File: src/rtl/neopixel_rx_fsm.sv
// rtl/neopixel_rx_fsm.sv - NeoPixel serial line receiver FSM
//
// Purpose: decodes the single-wire NeoPixel protocol into 24-bit GRB words
// and reset messages. A word or reset message is written to a downstream FIFO.
// Each bit is classified by measuring its high time. A reset message is
// recognised by a long low time.
//
// Ports:
//   clk        in   20 MHz clock
//   rst        in   asynchronous active-low reset
//   mode       in   1 = 800 kHz, 0 = 400 kHz bit timing
//   rx_enable  in   receive enable; low forces the receiver idle
//   neo_rx_in  in   asynchronous serial line
//   full_flg   in   downstream FIFO full
//   wr_next    out  FIFO write strobe, one cycle
//   neo_dOut   out  received word, first bit received in bit 23
//   rgb_msgTyp out  1 = color word, 0 = reset message
//   frame_err  out  one-cycle pulse on a malformed frame
//   overflow   out  sticky: a write was dropped because the FIFO was full
module neopixel_rx_fsm #(
   parameter logic [10:0] RST_CYCLES = 11'd1000,
   parameter logic [5:0]  THR800     = 6'd12,
   parameter logic [5:0]  THR400     = 6'd17,
   parameter logic [5:0]  HI_MAX     = 6'd40
) (
   input  logic        clk,
   input  logic        rst,
   input  logic        mode,
   input  logic        rx_enable,
   input  logic        neo_rx_in,
   input  logic        full_flg,
   output logic        wr_next,
   output logic [23:0] neo_dOut,
   output logic        rgb_msgTyp,
   output logic        frame_err,
   output logic        overflow
);

   typedef enum logic [1:0] {
      WAIT_LOW = 2'd0,
      MEAS_HI  = 2'd1,
      MEAS_LO  = 2'd2
   } state_t;

   state_t      r_state, w_state_nxt;

   logic        r_sync1, r_sync2;
   logic [10:0] r_lo_cnt, w_lo_cnt_nxt;
   logic [5:0]  r_hi_cnt, w_hi_cnt_nxt;
   logic [4:0]  r_bit_cnt, w_bit_cnt_nxt;
   logic [23:0] r_shift, w_shift_nxt;

   logic        r_wr_next, w_wr_next_nxt;
   logic [23:0] r_dout, w_dout_nxt;
   logic        r_msg_typ, w_msg_typ_nxt;
   logic        r_frame_err, w_frame_err_nxt;
   logic        r_overflow, w_overflow_nxt;

   logic        w_s;
   logic [10:0] w_lo_inc;
   logic [5:0]  w_hi_inc;
   logic [5:0]  w_thr;
   logic        w_bit;
   logic [23:0] w_shift_in;
   logic        w_emit;
   logic [23:0] w_emit_word;
   logic        w_emit_typ;

   assign w_s        = r_sync2;
   // Both counters saturate instead of wrapping, so a very long low or high
   // never looks like a short one.
   assign w_lo_inc   = (r_lo_cnt >= RST_CYCLES) ? RST_CYCLES : r_lo_cnt + 11'd1;
   assign w_hi_inc   = (r_hi_cnt == 6'h3F) ? 6'h3F : r_hi_cnt + 6'd1;
   // Mode is looked at only when a bit is decided, so switching mid-word
   // affects only the bits that follow.
   assign w_thr      = mode ? THR800 : THR400;
   assign w_bit      = (r_hi_cnt >= w_thr);
   assign w_shift_in = {r_shift[22:0], w_bit};

   always_comb begin
      w_state_nxt     = r_state;
      w_lo_cnt_nxt    = r_lo_cnt;
      w_hi_cnt_nxt    = r_hi_cnt;
      w_bit_cnt_nxt   = r_bit_cnt;
      w_shift_nxt     = r_shift;
      w_wr_next_nxt   = 1'b0;
      w_dout_nxt      = r_dout;
      w_msg_typ_nxt   = r_msg_typ;
      w_frame_err_nxt = 1'b0;
      w_overflow_nxt  = r_overflow;
      w_emit          = 1'b0;
      w_emit_word     = 24'h0;
      w_emit_typ      = 1'b0;

      if (!rx_enable) begin
         w_state_nxt   = WAIT_LOW;
         w_lo_cnt_nxt  = 11'd0;
         w_hi_cnt_nxt  = 6'd0;
         w_bit_cnt_nxt = 5'd0;
         w_shift_nxt   = 24'h0;
      end else begin
         case (r_state)
            WAIT_LOW: begin
               w_hi_cnt_nxt  = 6'd0;
               w_bit_cnt_nxt = 5'd0;
               w_shift_nxt   = 24'h0;
               if (w_s) begin
                  w_lo_cnt_nxt = 11'd0;
               end else begin
                  w_lo_cnt_nxt = w_lo_inc;
                  // The low counter is left saturated on exit. MEAS_LO then
                  // does not report this same low period as a reset message.
                  if (w_lo_inc == RST_CYCLES) begin
                     w_state_nxt = MEAS_LO;
                  end
               end
            end

            MEAS_LO: begin
               if (w_s) begin
                  w_hi_cnt_nxt = 6'd0;
                  w_state_nxt  = MEAS_HI;
               end else begin
                  w_lo_cnt_nxt = w_lo_inc;
                  // The counter stays saturated until the next falling edge.
                  // Only the first arrival counts, so one low period gives
                  // at most one reset message.
                  if ((w_lo_inc == RST_CYCLES) && (r_lo_cnt != RST_CYCLES)) begin
                     if (r_bit_cnt != 5'd0) begin
                        w_frame_err_nxt = 1'b1;
                     end
                     w_bit_cnt_nxt = 5'd0;
                     w_shift_nxt   = 24'h0;
                     w_emit        = 1'b1;
                     w_emit_word   = 24'h0;
                     w_emit_typ    = 1'b0;
                  end
               end
            end

            MEAS_HI: begin
               if (!w_s) begin
                  w_lo_cnt_nxt = 11'd0;
                  w_state_nxt  = MEAS_LO;
                  if (r_bit_cnt == 5'd23) begin
                     w_bit_cnt_nxt = 5'd0;
                     w_shift_nxt   = 24'h0;
                     w_emit        = 1'b1;
                     w_emit_word   = w_shift_in;
                     w_emit_typ    = 1'b1;
                  end else begin
                     w_bit_cnt_nxt = r_bit_cnt + 5'd1;
                     w_shift_nxt   = w_shift_in;
                  end
               end else if (r_hi_cnt > HI_MAX) begin
                  // A stuck-high line gives no usable bit. Drop the word and
                  // wait for a clean reset-length low before decoding again.
                  w_frame_err_nxt = 1'b1;
                  w_bit_cnt_nxt   = 5'd0;
                  w_shift_nxt     = 24'h0;
                  w_hi_cnt_nxt    = 6'd0;
                  w_lo_cnt_nxt    = 11'd0;
                  w_state_nxt     = WAIT_LOW;
               end else begin
                  w_hi_cnt_nxt = w_hi_inc;
               end
            end

            default: begin
               w_state_nxt = WAIT_LOW;
            end
         endcase
      end

      // A message the FIFO cannot accept is dropped. The outputs keep the
      // last value that was actually written.
      if (w_emit) begin
         if (full_flg) begin
            w_overflow_nxt = 1'b1;
         end else begin
            w_wr_next_nxt = 1'b1;
            w_dout_nxt    = w_emit_word;
            w_msg_typ_nxt = w_emit_typ;
         end
      end
   end

   always_ff @(posedge clk or negedge rst) begin
      if (!rst) begin
         r_sync1     <= 1'b0;
         r_sync2     <= 1'b0;
         r_state     <= WAIT_LOW;
         r_lo_cnt    <= 11'd0;
         r_hi_cnt    <= 6'd0;
         r_bit_cnt   <= 5'd0;
         r_shift     <= 24'h0;
         r_wr_next   <= 1'b0;
         r_dout      <= 24'h0;
         r_msg_typ   <= 1'b0;
         r_frame_err <= 1'b0;
         r_overflow  <= 1'b0;
      end else begin
         r_sync1     <= neo_rx_in;
         r_sync2     <= r_sync1;
         r_state     <= w_state_nxt;
         r_lo_cnt    <= w_lo_cnt_nxt;
         r_hi_cnt    <= w_hi_cnt_nxt;
         r_bit_cnt   <= w_bit_cnt_nxt;
         r_shift     <= w_shift_nxt;
         r_wr_next   <= w_wr_next_nxt;
         r_dout      <= w_dout_nxt;
         r_msg_typ   <= w_msg_typ_nxt;
         r_frame_err <= w_frame_err_nxt;
         r_overflow  <= w_overflow_nxt;
      end
   end

   assign wr_next    = r_wr_next;
   assign neo_dOut   = r_dout;
   assign rgb_msgTyp = r_msg_typ;
   assign frame_err  = r_frame_err;
   assign overflow   = r_overflow;

endmodule
File: config.mk
export PLATFORM = sky130hd
export DESIGN_NAME = neopixel_rx_fsm
export DESIGN_NICKNAME = d
export VERILOG_FILES = /design/src/rtl/neopixel_rx_fsm.sv
export SDC_FILE = /design/constraint.sdc
export NUM_CORES = 1
export LEC_CHECK = 0
export BUFFER_PORTS_ARGS = -buffer_cell sky130_fd_sc_hd__buf_4
export CAP_MARGIN = 5
export CORE_ASPECT_RATIO = 0.7
export CORE_MARGIN = 4
export CORE_UTILIZATION = 40
export CTS_BUF_LIST = sky130_fd_sc_hd__clkbuf_2
export DETAILED_ROUTE_END_ITERATION = 8
export PLACE_DENSITY = 0.66
export REMOVE_ABC_BUFFERS = 1
export SETUP_SLACK_MARGIN = 0.15
export SLEW_MARGIN = 20
export SYNTH_ARGS = -nofsm -noshare
export SYNTH_HDL_FRONTEND = slang
export SYNTH_SLANG_ARGS = --single-unit
export TNS_END_PERCENT = 10
File: constraint.sdc
create_clock -name clk -period 6.96 [get_ports clk]
set_input_delay 0.348 -clock clk [delete_from_list [all_inputs] [get_ports clk]]
set_output_delay 0.348 -clock clk [all_outputs]
set_load 0.01 [all_outputs]
After elaboration in Yosys (flattened, before gate mapping):

Cells that the tools add are included.

* word-level logic and storage cells: 98
* bits of input ports: 6
* register bits: 77
* output and inout bits: 28

* reduce and logical (&&, ||, !) cells: 9
* equal/unequal tests: 14
* bitwise gates (word level): 1
* $add $sub $neg: 3
* muxes and demuxes: 56
* order comparisons: 3

Operator list (count)
* 23-bit two-way mux: 6
* 24-bit two-way mux: 4
* 23-bit case mux with 3 select lines: 1
* 11-bit two-way mux: 6
* 5-bit two-way mux: 7
* 11-bit case mux with 3 select lines: 1
* 6-bit two-way mux: 5
* 3-bit != test, second input constant: 6
* 6-bit case mux with 3 select lines: 1
* 1-bit two-way mux: 15
* 5-bit case mux with 3 select lines: 1
* 2-bit two-way mux: 6
* 11-bit by 1-bit adder with 11-bit output, second input constant: 1
* 11-bit by 10-bit equality test with 1-bit output, second input constant: 1
* 11-bit by 10-bit greater-or-equal comparator with 1-bit output, second input constant: 1
* 11-bit by 10-bit != test with 1-bit output, second input constant: 1
* 4-bit AND reduction: 2
* 6-bit by 1-bit adder with 6-bit output, second input constant: 1
* 6-bit equality test, second input constant: 1
* 6-bit by 5-bit greater-or-equal comparator with 1-bit output: 1
* 6-bit > comparator, second input constant: 1
* 2-bit case mux with 3 select lines: 1
* 3-bit AND reduction: 2
* 5-bit by 1-bit adder with 5-bit output, second input constant: 1
* 11 further kinds: 13

Logic depth before layout (Yosys ltp):

Gate-level depths: netlist (run 1).

* depth in word-level cells: 9
* mapped depth: 10
* mapped depth without buffers: 8

Worst setup path after synthesis (run 1):

Ideal clock, no wire load.

* kind: flip-flop to flip-flop
* start point: reg r_lo_cnt[0]
* end point: reg r_shift[10]
* setup slack: 4.536 ns
* setup time: 0.079 ns
* clock period less this slack: 2.424 ns
* required time: 6.881 ns
* buffers on the path: 3
* cell stages (with the launch flop): 11
* data arrival time: 2.345 ns
* path through: dfrtp_1 ha_1 and4_4 a21o_2 a21oi_2 or4_4 buf_6 o21ai_2 buf_6 buf_12 mux2i_1

* word-level cells in the longest chain between the ends: 6
* elaborated cells between the ends (all ways): 8
* classes of those cells: 1 x add/sub; 1 x order compare; 3 x eq/ne; 1 x mux; 2 x reduce/logical

RTL lines
* start, declared: line 48 `logic [10:0] r_lo_cnt, w_lo_cnt_nxt;`
* start signal, assigned: line 206 `r_lo_cnt <= w_lo_cnt_nxt;`
* 11-bit by 1-bit adder with 11-bit output or 11-bit by 10-bit greater-or-equal comparator with 1-bit output (tied branches): line 72 `assign w_lo_inc = (r_lo_cnt >= RST_CYCLES) ? RST_CYCLES : r_lo_cnt + 11'd1;`
* 11-bit two-way mux: line 72
* 11-bit by 10-bit equality test with 1-bit output: line 128 `if ((w_lo_inc == RST_CYCLES) && (r_lo_cnt != RST_CYCLES)) begin`
* 1-bit logical AND (*): line 128
* 3-bit != test (no source line) (*)
* 4-bit AND reduction (no source line) (*)
* end signal, assigned: line 209 `r_shift <= w_shift_nxt;`
* end, declared: line 51 `logic [23:0] r_shift, w_shift_nxt;`

Every way passes the cells marked *; elsewhere a longest branch is shown, timed or not.
A chain may end at the register's enable or synchronous reset.

Worst setup path after layout (run 1):

* start point: reg r_state[1]
* end point: reg r_shift[7]

* word-level cells in the longest chain between the ends: 3
* elaborated cells between the ends (all ways): 10
* classes of those cells: 6 x eq/ne; 2 x mux; 2 x reduce/logical

RTL lines
* start, declared: line 45 `state_t r_state, w_state_nxt;`
* start signal, assigned: line 205 `r_state <= w_state_nxt;`
* 2-bit by 1-bit equality test with 1-bit output, or another cell as far along: line 102 `case (r_state)`
* 4-bit by 1-bit != test with 1-bit output (no source line), or another cell as far along
* 4-bit AND reduction (no source line) or 23-bit two-way mux (tied branches)

Parallel ways exist; a longest one is shown, timed or not.

==> impl_results.md, run 1 <==
* CP peak stage delay at 900 ps
* Post-CTS setup buffer count at 0
* Post_cts resized at 0
* CTS Sinks at 77
* Worst-margin pin slew at 1101 ps
* Syn Area/Cell at 9.388 um2
* Rows at 30
* Die width at 130.2 um
* Ys async rst share at 1.000
* Setup TNS at 0 ps
* Final WL at 9.325 mm
* Commonest non-fill, non-tap cell in the layout: dfrtp_1
* Final-report hold violation count at 0
* Pre-Repair DR Iteration Count at 7
* Largest area contributor in the netlist: dfrtp_1
* H-tree Lvls at 3
* Pwr Total at 905.4 uW
* Most frequent cells in the layout: dfrtp_1 (77), nand2_1 (76), o21ai_0 (51)
* CP Class: reg2reg
* DRC at 0
* Max Slew Vio Count at 0
* Layout cells sized above 1 at 0.1453
* Number of synthesized flops with an enable pin at 0
* GRT Residual Overflow at 0
* Remaining antenna violation count at 0
* Hold_ws at 70.57 ps
* Crit path time final at 3159 ps
* Clk slew on worst S/H paths at 210 ps
* Fillers at 936
* Worst reg2reg startpoint: r_state[1]
* First-pass GRT wire length at 15.78 mm
* Finish-stage setup viols at 0
* Vias at 3339
* Slowest-stage cell, CP: o21ai_4
* Die height at 93.51 um
* Average wire per standard cell at 15.44 um
* Nature of the critical path endpoint: flop
* Setup repair after global routing missed its margin: false
* Vias per cell at 5.528
* Synth Flop Type: dfrtp_1
* Max Cap Viol at 0
* CP startpoint: r_state[1]
* Yosys cell types at 64
* Post-Syn Area at 4178 um2
* Area of the multi-input gates at 1954 um2
* Clock Skew at 25.01 ps
* P_leak at 0.002154 uW
* Ys Warns at 0
* GPL Wtd Cong at 0.8697
* Root buffer cell: clkbuf_2
* Synth Register Bits at 77
* GR Util All Layers at 0.1617
* Rel. slew slack at 0.2633
* Hold_sp: full_flg
* Layout area overhead at 8.895%
* 1st-iter DRT viols at 266
* Crit path cell chain: inv_1, ha_1, a21bo_2, a311oi_1, o21ai_1, nand2_1, o21ai_4, mux2i_1
* Total core area at 9947 um2
* Initial antenna violation count at 1
* Num CTS Buffers at 9
* Share of the synthesized area in the top cell type at 0.4612
* Final Cycle Share at 0.4539
* HP Class: in2reg
* Die area at 12170 um2
* Starting density of the core at 0.4200
* Register area share after synthesis at 0.4612
* Cell count after synthesis at 445
* Vias in the first global route at 3256
* Largest net degree at the start of global routing at 78
* Clock latency on the worst-skew pair at 550 ps
* Worst vdd ir at 85.01 uV
* CTS tree: yes
* Hpwl dp at 6.167 mm
* CP max FO at 26
* IO Pins at 34
* Critical Path Start Type: flop
* Reg area at 1927 um2
* CP required at 7430 ps
* Status: completed
* Fmax at 0.3165 GHz
* Worst reg2reg setup slack at 3800 ps
* Input/output buffers at 33
* Fin nets at 491
* Clk buf depth at 2
* Power density over the cells at 199.0 nW/um2
* Top post-synthesis cells by area: dfrtp_1 (46%), nand2_1 (6.8%), mux2i_1 (6.5%), o21ai_0 (6.1%), a22oi_1 (4.3%)
* CP arrival at 3620 ps
## synthesized netlist by cell type (4+ instances only)
| cell type | instances |
|---|---|
| dfrtp_1 | 77 |
| nand2_1 | 76 |
| clkbuf_1 | 12 |
| nand3_1 | 10 |
| buf_6 | 4 |
| inv_1 | 39 |
| mux2i_1 | 27 |
| or2_2 | 4 |
| a21oi_1 | 5 |
| nor3_1 | 4 |
| nor2b_1 | 5 |
| nor2_1 | 19 |
| o21ai_0 | 51 |
| ha_1 | 14 |
| a31oi_1 | 4 |
| a22oi_1 | 24 |
## critical path, delay by kind of cell, from the launching register on
family / cells / cell delay [ps]
multiplexers: 1 / 280
adder cells (fa/ha/maj): 1 / 270
buffers and inverters: 1 / 100
AND/OR/NAND/NOR: 1 / 280
flip-flops: 1 / 440
AO/OA/AOI/OAI: 4 / 1690
## state kept, by name (all words and copies together) (netlist names)
| register | flops |
|---|---|
| overflow | 1 |
| r_sync1 | 1 |
| wr_next | 1 |
| r_sync2 | 1 |
| neo_dOut | 24 |
| r_state | 2 |
| rgb_msgTyp | 1 |
| r_shift | 23 |
| r_bit_cnt | 5 |
| r_lo_cnt | 11 |
| frame_err | 1 |
| r_hi_cnt | 6 |
## cell type report
class,instances,share of cell area
multi-input cells,307,0.4296
flip-flops and latches,77,0.4235
repair buffers,37,0.06216
well taps,128,0.03520
inverters,39,0.03218
clock buffers,9,0.009901
clock inverters,6,0.006876
diodes,1,0.0005501
## logic make-up after synthesis
kind of cell,after synthesis,synth area share
simple gates,145,0.1653
xor+xnor,3,0.006290
compound gates,118,0.1878
buf+inv,61,0.07277
flops,77,0.4612
mux,27,0.06469
fa+ha+maj,14,0.04193
## layer usage
metal / GRT usage / vias to the layer above / routed length, um / part of all wire
li1: - / 1598 / - / -
met1: 0.2261 / 1626 / 4486 / 0.48
met2: 0.2445 / 105 / 4250 / 0.46
met3: 0.04566 / 10 / 466 / 0.050
met4: 0.04671 / 0 / 121 / 0.013
met5: 0 / - / 0 / 0
## metrics by stage
stage,utilization,std cells,setup slack [ps],area (um2)
final,0.4574,604,3801,4549
after global routing,0.4574,604,3490,4549
after CTS,0.4571,603,3796,4547
after detailed placement,0.4474,586,3849,4451
after global placement,0.4474,586,3998,4451
after floorplan,-,423,3895,4020
## repair_timing
| action | CTS | global route |
|---|---|---|
| endpoints found under the setup margin | 0 | 0 |
| hold endpoints to repair | 78 | 0 |
| hold buffers | 2 | 0 |
## path summary, 6_finish.rpt
path / cells after the start / end
max: 8 / r_shift[7]
max reg2reg: 8 / r_shift[7]
min: 2 / overflow
min reg2reg: 0 / r_sync2
max in group asynchronous: 2 / neo_dOut[3]
min in group asynchronous: 2 / r_lo_cnt[0]
## power breakdown
part           switching [uW]  total (uW)  internal (uW)  leakage (uW)
registers                11.0         467            456      0.000944
logic                     145         240           95.3       0.00116
clock network             157         198           40.5     0.0000463
total                     313         905            592       0.00215
No activity file was read; power rests on OpenSTA's default activity.
==> run 2, diff against run 1 <==
Settings changed: ABC_AREA set to 1.
Clock period 6.96 ns to 2.93 ns, I/O delays scaled along.
==> run 2 against run 1 <==
Against the previous run: register-to-register slack got worse by 3300 ps; global-route usage down 0.85 points; total power rose to 2.7 times the previous value; clock-buffer cell count increased by 2; clock skew grew 4.8 ps; sequential power up 140%; non-clock buffer count up 3; core utilization is 0.27 points lower; cell count grew 14%; first-iteration DRC count increased by 21%; fmax rose by 29%; highest routed layer unchanged.
==> impl_results.md, run 2 <==
* Root buffer cell: clkbuf_2 (unchanged)
* H-tree Lvls at 3 (unchanged)
* Num CTS Buffers at 9 (unchanged)
* Max Slew Vio Count at 0 (unchanged)
* Vias at 3410 (was 3339)
* Number of synthesized flops with an enable pin at 0 (unchanged)
* Crit path cell chain: inv_1, ha_1, nand2_1, a31oi_1, inv_1, nor3_1, nand2_1, nand2_1, inv_1, nand2_2, buf_12, nand2_1, o21ai_1 (was inv_1, ha_1, a21bo_2, a311oi_1, o21ai_1, nand2_1, o21ai_4, mux2i_1)
* PnR worst setup slack at 480.6 ps (was 3801 ps)
* IO Pins at 34 (unchanged)
* Share of the synthesized area in the top cell type at 0.4578 (was 0.4612)
* Largest net degree at the start of global routing at 78 (unchanged)
* Layout cells sized above 1 at 0.1968 (was 0.1453)
* GPL Wtd Cong at 0.8717 (was 0.8697)
* Power density over the cells at 514.6 nW/um2 (was 199.0 nW/um2)
* Simple-gate area share of the yosys netlist at 0.2946 (was 0.1653)
* Synth Area in Adders at 0.04162 (was 0.04193)
* Largest area contributor in the netlist: dfrtp_1 (unchanged)
* Worst Reg-to-Reg Cells at 13 (was 8)
* CP required at 3410 ps (was 7430 ps)
* Synth Area in Compound Gates at 0.09869 (was 0.1878)
* Die height at 93.83 um (was 93.51 um)
* First-pass GRT wire length at 15.27 mm (was 15.78 mm)
* Average wire per standard cell at 12.85 um (was 15.44 um)
* Mux cell area share after synthesis at 0 (was 0.06469)
* Hpwl dp at 5.980 mm (was 6.167 mm)
* CTS Sinks at 77 (unchanged)
* Remaining antenna violation count at 0 (unchanged)
* Final instance area at 4691 um2 (was 4549 um2)
* Starting density of the core at 0.4080 (was 0.4200)
* Main combinational cell family by area after synthesis: simple AND/OR/NAND/NOR gates (was compound AO/OA/AOI/OAI gates)
* Layout area overhead at 11.44% (was 8.895%)
* Vias per cell at 4.971 (was 5.528)
* DRC at 0 (unchanged)
* Dpl cell area at 4524 um2 (was 4451 um2)
* Worst-margin pin slew at 958.1 ps (was 1101 ps)
* R2R Path End: r_shift[21] (was r_shift[7])
* Commonest non-fill, non-tap cell in the layout: nand2_1 (was dfrtp_1)
* Crit path time final at 2449 ps (was 3159 ps)
* Syn Area/Cell at 8.094 um2 (was 9.388 um2)
* P_leak at 0.002269 uW (was 0.002154 uW)
* Most numerous cell in the Yosys netlist: nand2_1 (was dfrtp_1)
* Post-CTS setup buffer count at 0 (unchanged)
* Vias in the first global route at 3299 (was 3256)
* CP arrival at 2930 ps (was 3620 ps)
* N_diodes at 0 (was 1)
* CTS tree: yes (unchanged)
* Slowest-stage cell, CP: dfrtp_1 (was o21ai_4)
* Hold path depth at 4 (was 2)
* Final WL at 8.813 mm (was 9.325 mm)
* Finish-stage setup viols at 0 (unchanged)
* Most frequent cells in the layout: nand2_1 (105), dfrtp_1 (77), inv_1 (72) (was dfrtp_1 (77), nand2_1 (76), o21ai_0 (51))
* Fin nets at 569 (was 491)
* Top post-synthesis cells by count: nand2_1 (106), dfrtp_1 (77), inv_1 (72), nor2_1 (46), nand3_1 (44) (was dfrtp_1 (77), nand2_1 (76), o21ai_0 (51), inv_1 (39), mux2i_1 (27))
* Post-Syn Area at 4209 um2 (was 4178 um2)
* Input/output buffers at 33 (unchanged)
* Setup repair after global routing missed its margin: false (unchanged)
* Clock latency on the worst-skew pair at 540 ps (was 550 ps)
* Final Cycle Share at 0.8360 (was 0.4539)
* Worst vdd ir at 418.7 uV (was 85.01 uV)
* XOR/XNOR Fraction of Synth Area at 0.004162 (was 0.006289)
* Most frequent CP cell: nand2_1
* GRT Residual Overflow at 0 (unchanged)
* Ys async rst share at 1.000 (unchanged)
* Cell count after synthesis at 520 (was 445)
* Status: completed (unchanged)
* Final-report hold violation count at 0 (unchanged)
* Rows at 31 (was 30)
* Clock Skew at 29.82 ps (was 25.01 ps)
* Die area at 12250 um2 (was 12170 um2)
* Initial antenna violation count at 0 (was 1)
* Pre-Repair DR Iteration Count at 4 (was 7)
* Yosys cell types at 32 (was 64)
* Ys Warns at 0 (unchanged)
* Synth Register Bits at 77 (unchanged)
* Worst reg2reg startpoint: r_hi_cnt[0] (was r_state[1])
* CP Class: reg2reg (unchanged)
* Worst reg2reg setup slack at 480 ps (was 3800 ps)
* GR Util All Layers at 0.1532 (was 0.1617)
* Total core area at 10320 um2 (was 9947 um2)
* Nature of the critical path endpoint: flop (unchanged)
* Hold_sp: full_flg (unchanged)
* Clk slew on worst S/H paths at 210 ps (about the same)
* Critical Path Start Type: flop (unchanged)
* Clk buf depth at 2 (unchanged)
* Post-Place Setup Slack at 418.7 ps (was 3849 ps)
* Fmax at 0.4083 GHz (was 0.3165 GHz)
* Die width at 130.6 um (was 130.2 um)
* Max Cap Viol at 0 (unchanged)
* Register area share after synthesis at 0.4578 (was 0.4612)
* Hold Path End: neo_dOut[21] (was overflow)
* Setup TNS at 0 ps (unchanged)
* Rel. slew slack at 0.3613 (was 0.2633)
* HP Class: in2reg (unchanged)
* Top post-synthesis cells by area: dfrtp_1 (46%), nand2_1 (9.5%), inv_1 (6.4%), nand3_1 (5.2%), nand4_1 (4.5%) (was dfrtp_1 (46%), nand2_1 (6.8%), mux2i_1 (6.5%), o21ai_0 (6.1%), a22oi_1 (4.3%))
* Synth Flop Type: dfrtp_1 (unchanged)
* CP max FO at 56 (was 26)
* 1st-iter DRT viols at 321 (was 266)
* Max FFs per register at 24 (unchanged)
* CP peak stage delay at 450 ps (was 900 ps)
==> run 2: changes by cell type after synthesis, moves of 5 or more <==
| cell | before | now |
|---|---|---|
| nand4_1 | 3 | 30 |
| a22oi_1 | 24 | 0 |
| mux2i_1 | 27 | 0 |
| o22ai_1 | 3 | 13 |
| o21ai_0 | 51 | 14 |
| nor2_1 | 19 | 46 |
| nand2_1 | 76 | 106 |
| nor2b_1 | 5 | 0 |
| o21ai_2 | 2 | 20 |
| inv_1 | 39 | 72 |
| nand2_2 | 0 | 22 |
| nand3_1 | 10 | 44 |
==> run 2: cell families (layout without fill, tap and decap cells) <==
logic type      Yosys count  count (layout)
compound gates           62              62
simple gates            266             266
fa+ha+maj                14              14
buf+inv                  99             133
xor+xnor                  2               2
flops                    77              77
==> run 2: timing repair <==
action,CTS,global route
hold endpoints to repair,81,0
resized for setup,0,1
hold buffers,3,0
endpoints found under the setup margin,0,10
==> run 2: metrics by stage <==
stage            util  std cells  hold WS [ps]  total power [uW]
3_3_place_gp   0.4385        667         258.9              1751
2_1_floorplan       -        498        -149.1              1550
6_report       0.4546        686         82.37              2414
5_1_grt        0.4546        686         47.75              2556
4_1_cts        0.4540        686         23.63              2425
3_5_place_dp   0.4385        667         260.1              1757
==> run 2: cell type report <==
type	instances	area, um2
fillers	1007	5627
flip-flops and latches	77	1927
multi-input cells	344	1857
repair buffers	40	320.3
inverters	77	291.5
well taps	132	165.2
clock inverters	5	75.07
clock buffers	11	55.05
==> run 2: worst max-delay path, delay by kind of cell, from the launching register on <==
| kind | cells | cell delay (ps) |
|---|---|---|
| buffers and inverters | 4 | 690 |
| AND/OR/NAND/NOR | 6 | 890 |
| adder cells (fa/ha/maj) | 1 | 140 |
| AO/OA/AOI/OAI | 2 | 240 |
| flip-flops | 1 | 450 |
==> run 2: metal layers <==
metal  share of wire  global-route usage  wire length (um)  vias up
li1                -                   -                 -     1746
met5               0                   0                 0        -
met2            0.45              0.2233              3964       56
met1            0.50              0.2211              4449     1602
met4          0.0054             0.04966                48        0
met3           0.040             0.04034               351        6
==> run 2: report_power, final <==
group | internal [uW] | total (uW) | switching, uW
registers | 1090 | 1120 | 25.8
logic | 160 | 646 | 486
clock network | 285 | 652 | 367
==> run 2: worst max path at each step <==
stage                     start  slack [ps]  depth (start not counted)      endpoint
CTS                 r_hi_cnt[0]         430                         11   r_lo_cnt[1]
detailed placement  r_hi_cnt[0]         420                         11   r_lo_cnt[7]
global placement    r_hi_cnt[0]         410                         11   r_lo_cnt[1]
floorplan           r_hi_cnt[0]        -220                         12   r_shift[15]
finish              r_hi_cnt[0]         480                         13   r_shift[21]
global route        r_hi_cnt[0]         150                         13  r_bit_cnt[0]
